`src/rtl/ifetch_icache_unit.sv`:
```
// Instruction fetch stage: PC register plus direct-mapped I-cache with line refill.
// Optional hit/miss performance counters are enabled with IFETCH_PERF_EN.
module ifetch_icache_unit #(
    parameter int unsigned LINES          = 16,
    parameter int unsigned WORDS_PER_LINE = 4,
    parameter logic [31:0] RESET_PC       = 32'h0000_0000
) (
    input  logic        clock,
    input  logic        reset,
    input  logic        stall,
    input  logic        redirect,
    input  logic [31:0] redirect_target,
    output logic        mem_req,
    output logic [31:0] mem_addr,
    input  logic        mem_ready,
    input  logic [31:0] mem_rdata,
    output logic [31:0] pc_out,
    output logic [31:0] next_pc,
    output logic [31:0] instruction,
`ifdef IFETCH_PERF_EN
    output logic [31:0] hit_count,
    output logic [31:0] miss_count,
`endif
    output logic        hit
);

    localparam int OB = $clog2(WORDS_PER_LINE);
    localparam int IB = $clog2(LINES);
    localparam int TW = 30 - OB - IB;
    localparam logic [OB-1:0] LAST = OB'(WORDS_PER_LINE - 1);
    localparam logic [OB-1:0] ONE  = OB'(1);

    typedef enum logic [1:0] {IDLE, REFILL, FILL_DONE} state_t;

    state_t            state_q, state_d;
    logic [31:0]       pc_q, pc_d;
    logic [LINES-1:0]  valid_q, valid_d;
    logic [OB-1:0]     cnt_q, cnt_d;
    logic              mem_req_q, mem_req_d;
    logic [31:0]       mem_addr_q, mem_addr_d;
    logic              pend_q, pend_d;
    logic [31:0]       pend_pc_q, pend_pc_d;

    logic [TW-1:0]     tag_q [LINES];
    logic [31:0]       data_q [LINES*WORDS_PER_LINE];
    logic              data_we, tag_we;
    logic [31:0]       data_d;
    logic [TW-1:0]     tag_d;

    logic [OB-1:0]     off;
    logic [IB-1:0]     idx;
    logic [TW-1:0]     tag;
    logic [OB-1:0]     cnt_nxt;
    logic [31:0]       redir_pc;
    logic              hit_w;

    assign off      = pc_q[OB+1:2];
    assign idx      = pc_q[OB+IB+1:OB+2];
    assign tag      = pc_q[31:OB+IB+2];
    assign cnt_nxt  = cnt_q + ONE;
    assign redir_pc = redirect_target & 32'hFFFF_FFFC;
    assign hit_w    = (state_q == IDLE) && valid_q[idx] && (tag_q[idx] == tag);

    assign hit         = hit_w;
    assign instruction = hit_w ? data_q[{idx, off}] : 32'h0;
    assign pc_out      = pc_q;
    assign next_pc     = pc_q + 32'd4;
    assign mem_req     = mem_req_q;
    assign mem_addr    = mem_addr_q;

    // Next-state: PC steering, miss detection and line refill sequencing.
    always_comb begin
        state_d    = state_q;
        pc_d       = pc_q;
        valid_d    = valid_q;
        cnt_d      = cnt_q;
        mem_req_d  = mem_req_q;
        mem_addr_d = mem_addr_q;
        pend_d     = pend_q;
        pend_pc_d  = pend_pc_q;
        data_we    = 1'b0;
        tag_we     = 1'b0;
        data_d     = mem_rdata;
        tag_d      = tag;
        unique case (state_q)
            IDLE: begin
                if (redirect) begin
                    pc_d   = redir_pc;
                    pend_d = 1'b0;
                end else if (pend_q) begin
                    pc_d   = pend_pc_q;
                    pend_d = 1'b0;
                end else if (!hit_w) begin
                    state_d    = REFILL;
                    cnt_d      = '0;
                    mem_req_d  = 1'b1;
                    mem_addr_d = {pc_q[31:OB+2], {(OB+2){1'b0}}};
                end else if (!stall) begin
                    pc_d = pc_q + 32'd4;
                end
            end
            REFILL: begin
                if (redirect) begin
                    pend_d    = 1'b1;
                    pend_pc_d = redir_pc;
                end
                if (mem_ready) begin
                    data_we = 1'b1;
                    if (cnt_q == LAST) begin
                        tag_we       = 1'b1;
                        valid_d[idx] = 1'b1;
                        mem_req_d    = 1'b0;
                        cnt_d        = '0;
                        state_d      = FILL_DONE;
                    end else begin
                        cnt_d      = cnt_nxt;
                        mem_addr_d = {pc_q[31:OB+2], cnt_nxt, 2'b00};
                    end
                end
            end
            FILL_DONE: begin
                if (redirect) begin
                    pend_d    = 1'b1;
                    pend_pc_d = redir_pc;
                end
                state_d = IDLE;
            end
            default: state_d = IDLE;
        endcase
    end

    // Control and PC registers, synchronously reset.
    always_ff @(posedge clock) begin
        if (reset) begin
            state_q    <= IDLE;
            pc_q       <= RESET_PC;
            valid_q    <= '0;
            cnt_q      <= '0;
            mem_req_q  <= 1'b0;
            mem_addr_q <= '0;
            pend_q     <= 1'b0;
            pend_pc_q  <= '0;
        end else begin
            state_q    <= state_d;
            pc_q       <= pc_d;
            valid_q    <= valid_d;
            cnt_q      <= cnt_d;
            mem_req_q  <= mem_req_d;
            mem_addr_q <= mem_addr_d;
            pend_q     <= pend_d;
            pend_pc_q  <= pend_pc_d;
        end
    end

    // Tag and data arrays; contents are meaningless until valid is set.
    always_ff @(posedge clock) begin
        if (data_we && !reset) begin
            data_q[{idx, cnt_q}] <= data_d;
        end
        if (tag_we && !reset) begin
            tag_q[idx] <= tag_d;
        end
    end

`ifdef IFETCH_PERF_EN
    logic [31:0] hit_count_q, hit_count_d;
    logic [31:0] miss_count_q, miss_count_d;

    assign hit_count  = hit_count_q;
    assign miss_count = miss_count_q;

    // Count consumed hits and refill starts.
    always_comb begin
        hit_count_d  = hit_count_q;
        miss_count_d = miss_count_q;
        if (hit_w && !stall) hit_count_d = hit_count_q + 32'd1;
        if (state_q == IDLE && state_d == REFILL) miss_count_d = miss_count_q + 32'd1;
    end

    // Performance counter registers.
    always_ff @(posedge clock) begin
        if (reset) begin
            hit_count_q  <= '0;
            miss_count_q <= '0;
        end else begin
            hit_count_q  <= hit_count_d;
            miss_count_q <= miss_count_d;
        end
    end
`endif

endmodule

```
`config.mk`:
```
export PLATFORM = sky130hd
export DESIGN_NAME = ifetch_icache_unit
export DESIGN_NICKNAME = d
export VERILOG_FILES = /design/src/rtl/ifetch_icache_unit.sv
export SDC_FILE = /design/constraint.sdc
export NUM_CORES = 2
export LEC_CHECK = 0
export ABC_AREA = 0
export CAP_MARGIN = 25
export CORE_ASPECT_RATIO = 2
export CORE_MARGIN = 2
export CORE_UTILIZATION = 34
export CTS_BUF_LIST = sky130_fd_sc_hd__clkbuf_8
export CTS_CLUSTER_SIZE = 25
export DETAILED_ROUTE_END_ITERATION = 8
export HOLD_SLACK_MARGIN = 0.05
export MAX_ROUTING_LAYER = met4
export PLACE_DENSITY = 0.58
export SYNTH_ARGS = -nofsm -noshare
export SYNTH_HDL_FRONTEND = slang
export SYNTH_SLANG_ARGS = --single-unit
```
`constraint.sdc`:
```
create_clock -name clock -period 11.55 [get_ports clock]
set_clock_uncertainty 0.2 [all_clocks]
set_input_delay 2.31 -clock clock [delete_from_list [all_inputs] [get_ports clock]]
set_output_delay 2.31 -clock clock [all_outputs]
set_load 0.01 [all_outputs]
```
==> reports/results.md <==
| Group | Item | This run |
|---|---|---|
| run status | Status | completed |
| clock network | TritonCTS clock tree | yes |
| synthesis | Area share of the largest cell type after synthesis | 0.7385 |
| global route | Busiest layer in global routing | met2 |
| global route | Met1 usage in global routing | 0.2169 |
| clock network | Sinks on Clock Net | 2550 |
| clock network | Number of H-tree branching levels | 5 |
| placed design | Placed cell area | 106100 um2 |
| critical path | Standard cell with the maximum stage delay on the critical path | or4b_1 |
| die | Chip Width | 385.4 um |
| synthesis | Synthesized-area fraction occupied by ao, oa, aoi and oai cells | 0.01404 |
| job | Number of maximum-capacitance violations | 0 |
| synthesis | Most frequent cell after synthesis | edfxtp_1 |
| drt | Antenna-violating nets left | 0 |
| global route | Initial antenna violation count | 15 |
| sta | Setup repair after global routing missed its margin | false |
| critical path | CP Cell Sequence | buf_4 -> mux4_2 -> mux2i_1 -> mux2i_1 -> xor2_1 -> or4_1 -> or3_1 -> or4b_1 -> buf_4 -> a211oi_2 -> clkdlybuf4s50_1 |
| worst hold path | Class of the most critical hold timing path | register to register |
| critical path | Crit path DAT | 6790 ps |
| synthesis | Warnings, synthesis | 0 |
| sta | Actual slew at the worst max-slew pin | 1134 ps |
| sta | Count of endpoints failing hold in the final timing report | 0 |
| drt | Drt via density | 5.403 |
| synthesis | Simple-gate area share of the yosys netlist | 0.02272 |
| sta | WHS | 256.6 ps |
| drt | First-pass iteration count of the detailed router | 5 |
| drt | DRC violations left | 0 |
| clock network | Post-cts resize count | 0 |
| synthesis | Distinct cells, synth | 68 |
| critical path | Cell family with the largest share of critical-path delay | simple AND/OR/NAND/NOR gates |
| global route | Pin count of the biggest net entering global routing | 123 |
| die | Die area | 295500 um2 |
| synthesis | Post-Syn Area per Cell | 22.13 um2 |
| pwr | Clock group share of total power | 0.355 |
| synthesis | Async SR Flop Fraction | 0 |
| clock network | Insertion delay of the later-clocked pin in the worst-skew pair | 1010 ps |
| clock network | TritonCTS buffer count | 354 |
| die | Starting density of the core | 0.3409 |
| cells and area | Fin nets | 4982 |
| drt | Iteration-0 DRC count of the detailed router | 4810 |
| critical path | Data required time of the worst path | 9040 ps |
| pwr | Switching component of the power | 0.004538 W |
| pwr | Switching share of power | 0.2427 |
| global route | All-Layer GR Usage | 0.1924 |
| clock network | Post-CTS Setup Repair Bufs | 0 |
| synthesis | Commonest cells post-synth | 2432 x edfxtp_1, 746 x mux4_2, 190 x clkbuf_1 |
| die | Standard cell core area | 290100 um2 |
| synthesis | Mux cell area share after synthesis | 0.1814 |
| synthesis | Cell taking the most area after synthesis | edfxtp_1 |
| drt | Post-detailed-route wirelength per cell | 31.08 um |
| drt | Detailed-route wire length | 280000 um |
| clock network | Clock Tree Root | clkbuf_8 |
| synthesis | Post-synthesis adder-cell area fraction | 0.0005061 |
| global route | Overflow after GRT | 0 |
| die | Number of standard-cell rows in the floorplan | 280 |
| critical path | Category of the worst setup path launch point | register |
| synthesis | Ranking of synthesized cells by area | edfxtp_1 74%, mux4_2 17%, dfxtp_1 2.4% |
| pwr | IR drop worst, VDD | 0.08651 mV |
| placed design | Port buffer count | 190 |
| global route | Grt met3 use | 0.02651 |
| synthesis | Primary FF master, synth | edfxtp_1 |
| clock network | Clock Pin Slew Worst Setup and Hold Paths | 80 ps |
| cells and area | Signed area change from the synthesized netlist to the final layout | 14.46% |
| cells and area | Share of final-layout standard cells stronger than drive strength 1 | 0.2939 |
| synthesis | Share of the yosys chip area belonging to registers | 0.7624 |
| synthesis | Mapped Area | 98890 um2 |
| die | Die span in y | 766.7 um |
| pwr | Power share of the combinational group | 0.098 |
| sta | Worst slew margin | 0.2419 |
| global route | Via count of the first global-routing pass | 50.54k |
| pwr | Cell Pwr Density | 165.2 nW/um2 |
| critical path | Slowest stage delay, CP | 890 ps |
| critical path | CP Capture Type | output pin |
| sta | Pins Over Slew Limit | 0 |
| pwr | Cell-internal power | 0.01416 W |
| placed design | HPWL Detailed | 155300 um |
| die | Number of primary I/O pins | 199 |
| sta | Minimum period implied by the final worst setup slack | 9302 ps |
| global route | Global-route wire length before repair | 388400 um |
| cells and area | Final design instance area without fill | 113200 um2 |
| critical path | Category of the most critical setup path | register to output pin |
| synthesis | Post-synthesis register bit count | 2550 |
| drt | Total via count in the routed design | 48.67k |
| sta | Highest clock rate | 107.5 MHz |
| placed design | Global placer's final weighted congestion | 0.7920 |
| synthesis | Xor/xnor cell area share of the yosys netlist | 0.004960 |
| pwr | Leak pwr | 34.40 nW |
| sta | Summed negative setup slack over all endpoints | 0 ps |
| synthesis | Number of flops mapped to enable cells by yosys | 2432 |
| clock network | Maximum buffer depth of the clock tree | 4 |
| clock network | Hold bufs inserted after CTS | 0 |
| pwr | Sequential power share | 0.547 |
| global route | Met2 demand-to-capacity share in global routing | 0.3483 |
| critical path | Buf+Inv Stages, Crit Path | 3 |
| sta | Final setup violating endpoints | 0 |
| synthesis | Main combinational cell family by area after synthesis | multiplexers |
| critical path | Maximum fanout encountered on the critical timing path | 31 |
| synthesis | Post-Syn Instances | 4468 |
| sta | Final clock period utilization by the worst path | 0.8053 |
worst paths after layout:
check	start	to	slack (ps)	cells past startpoint
max	register	instruction[17]	2250	11
min reg2reg	mem_addr[27]$_SDFFE_PP0P_	mem_addr[27]$_SDFFE_PP0P_	260	2
min	mem_addr[27]$_SDFFE_PP0P_	mem_addr[27]$_SDFFE_PP0P_	260	2
max reg2reg	register	register	6350	13
cell families after synthesis:
logic type	count (synthesis)
other	1
AND/OR/NAND/NOR	482
buffers and inverters	309
flip-flops	2550
multiplexers	859
AO/OA/AOI/OAI	207
adder cells (fa/ha/maj)	4
XOR/XNOR	56
metrics by stage:
| step | worst slack, ps | util | total power (W) | cells |
|---|---|---|---|---|
| 3_3_place_gp | 3196 | 0.3651 | 0.01224 | 8318 |
| 3_5_place_dp | 3262 | 0.3659 | 0.01227 | 8333 |
| 4_1_cts | 2156 | 0.3881 | 0.01886 | 8962 |
| 5_1_grt | 2053 | 0.3902 | 0.01929 | 9002 |
| 2_1_floorplan | 5472 | - | 0.01156 | 4473 |
| 6_report | 2248 | 0.3902 | 0.01870 | 9008 |
routing by layer:
layer  part of all wire  vias up
li1                   -    19641
met3              0.061      445
met1               0.35    26664
met2               0.55     1920
met4              0.034        0
met5                  0        -
sequential cells by signal (all words and copies together), names as in the netlist, 2 cells and up, named ones only:
| name | flops |
|---|---|
| cnt_q | 2 |
| data_q | 2048 |
| mem_addr | 30 |
| pc_out | 30 |
| pend_pc_q | 30 |
| state_q | 2 |
| tag_q | 384 |
| valid_q | 16 |
power by group through the flow:
stage	clock network (W)	logic, W	registers [W]
floorplan	0	0.00114	0.0104
global placement	0	0.00180	0.0104
detailed placement	0	0.00183	0.0104
CTS	0.00679	0.00183	0.0102
global route	0.00712	0.00193	0.0102
finish	0.00664	0.00183	0.0102
area by class of cell:
class | count | area, um2
fillers | 25942 | 176900
flip-flops and latches | 2550 | 75420
multi-input cells | 1614 | 22750
clock buffers | 359 | 4941
inverters | 11 | 47.55
diodes | 19 | 47.55
clock inverters | 270 | 1510
repair buffers | 378 | 3719
well taps | 3807 | 4763
tightest hold or removal path, delay by kind of cell (launching register included):
| family | cells | cell delay (ps) |
|---|---|---|
| compound gates | 1 | 60 |
| simple gates | 1 | 50 |
| flops | 1 | 310 |
layout by cell type, fill, tap and decap left out, types with 6 or more instances in the layout:
cell / synthesis / layout
a211oi_1: 21 / 21
a211oi_2: 6 / 6
a21o_1: 17 / 17
a21oi_1: 43 / 42
a22oi_1: 12 / 12
a311oi_1: 6 / 6
and2_1: 28 / 28
and4_1: 7 / 7
buf_12: 0 / 40
buf_2: 47 / 39
buf_4: 37 / 138
bufinv_16: 0 / 12
clkbuf_8: 0 / 359
clkdlybuf4s50_1: 0 / 156
clkinv_1: 1 / 83
clkinv_2: 1 / 54
clkinvlp_4: 0 / 8
conb_1: 1 / 6
dfxtp_1: 118 / 111
dfxtp_4: 0 / 6
diode_2: 0 / 19
edfxtp_1: 2432 / 2432
inv_1: 9 / 111
inv_8: 0 / 6
mux2i_1: 111 / 111
mux4_2: 746 / 746
nand2_1: 185 / 185
nand2b_1: 7 / 7
nand3_1: 19 / 19
nand4_1: 35 / 35
nor2_1: 130 / 54
nor2_4: 0 / 76
nor2b_1: 25 / 25
nor3_1: 14 / 11
o21ai_0: 63 / 62
xnor2_1: 36 / 36
xor2_1: 20 / 20
Power figures use the tool's default switching activity.
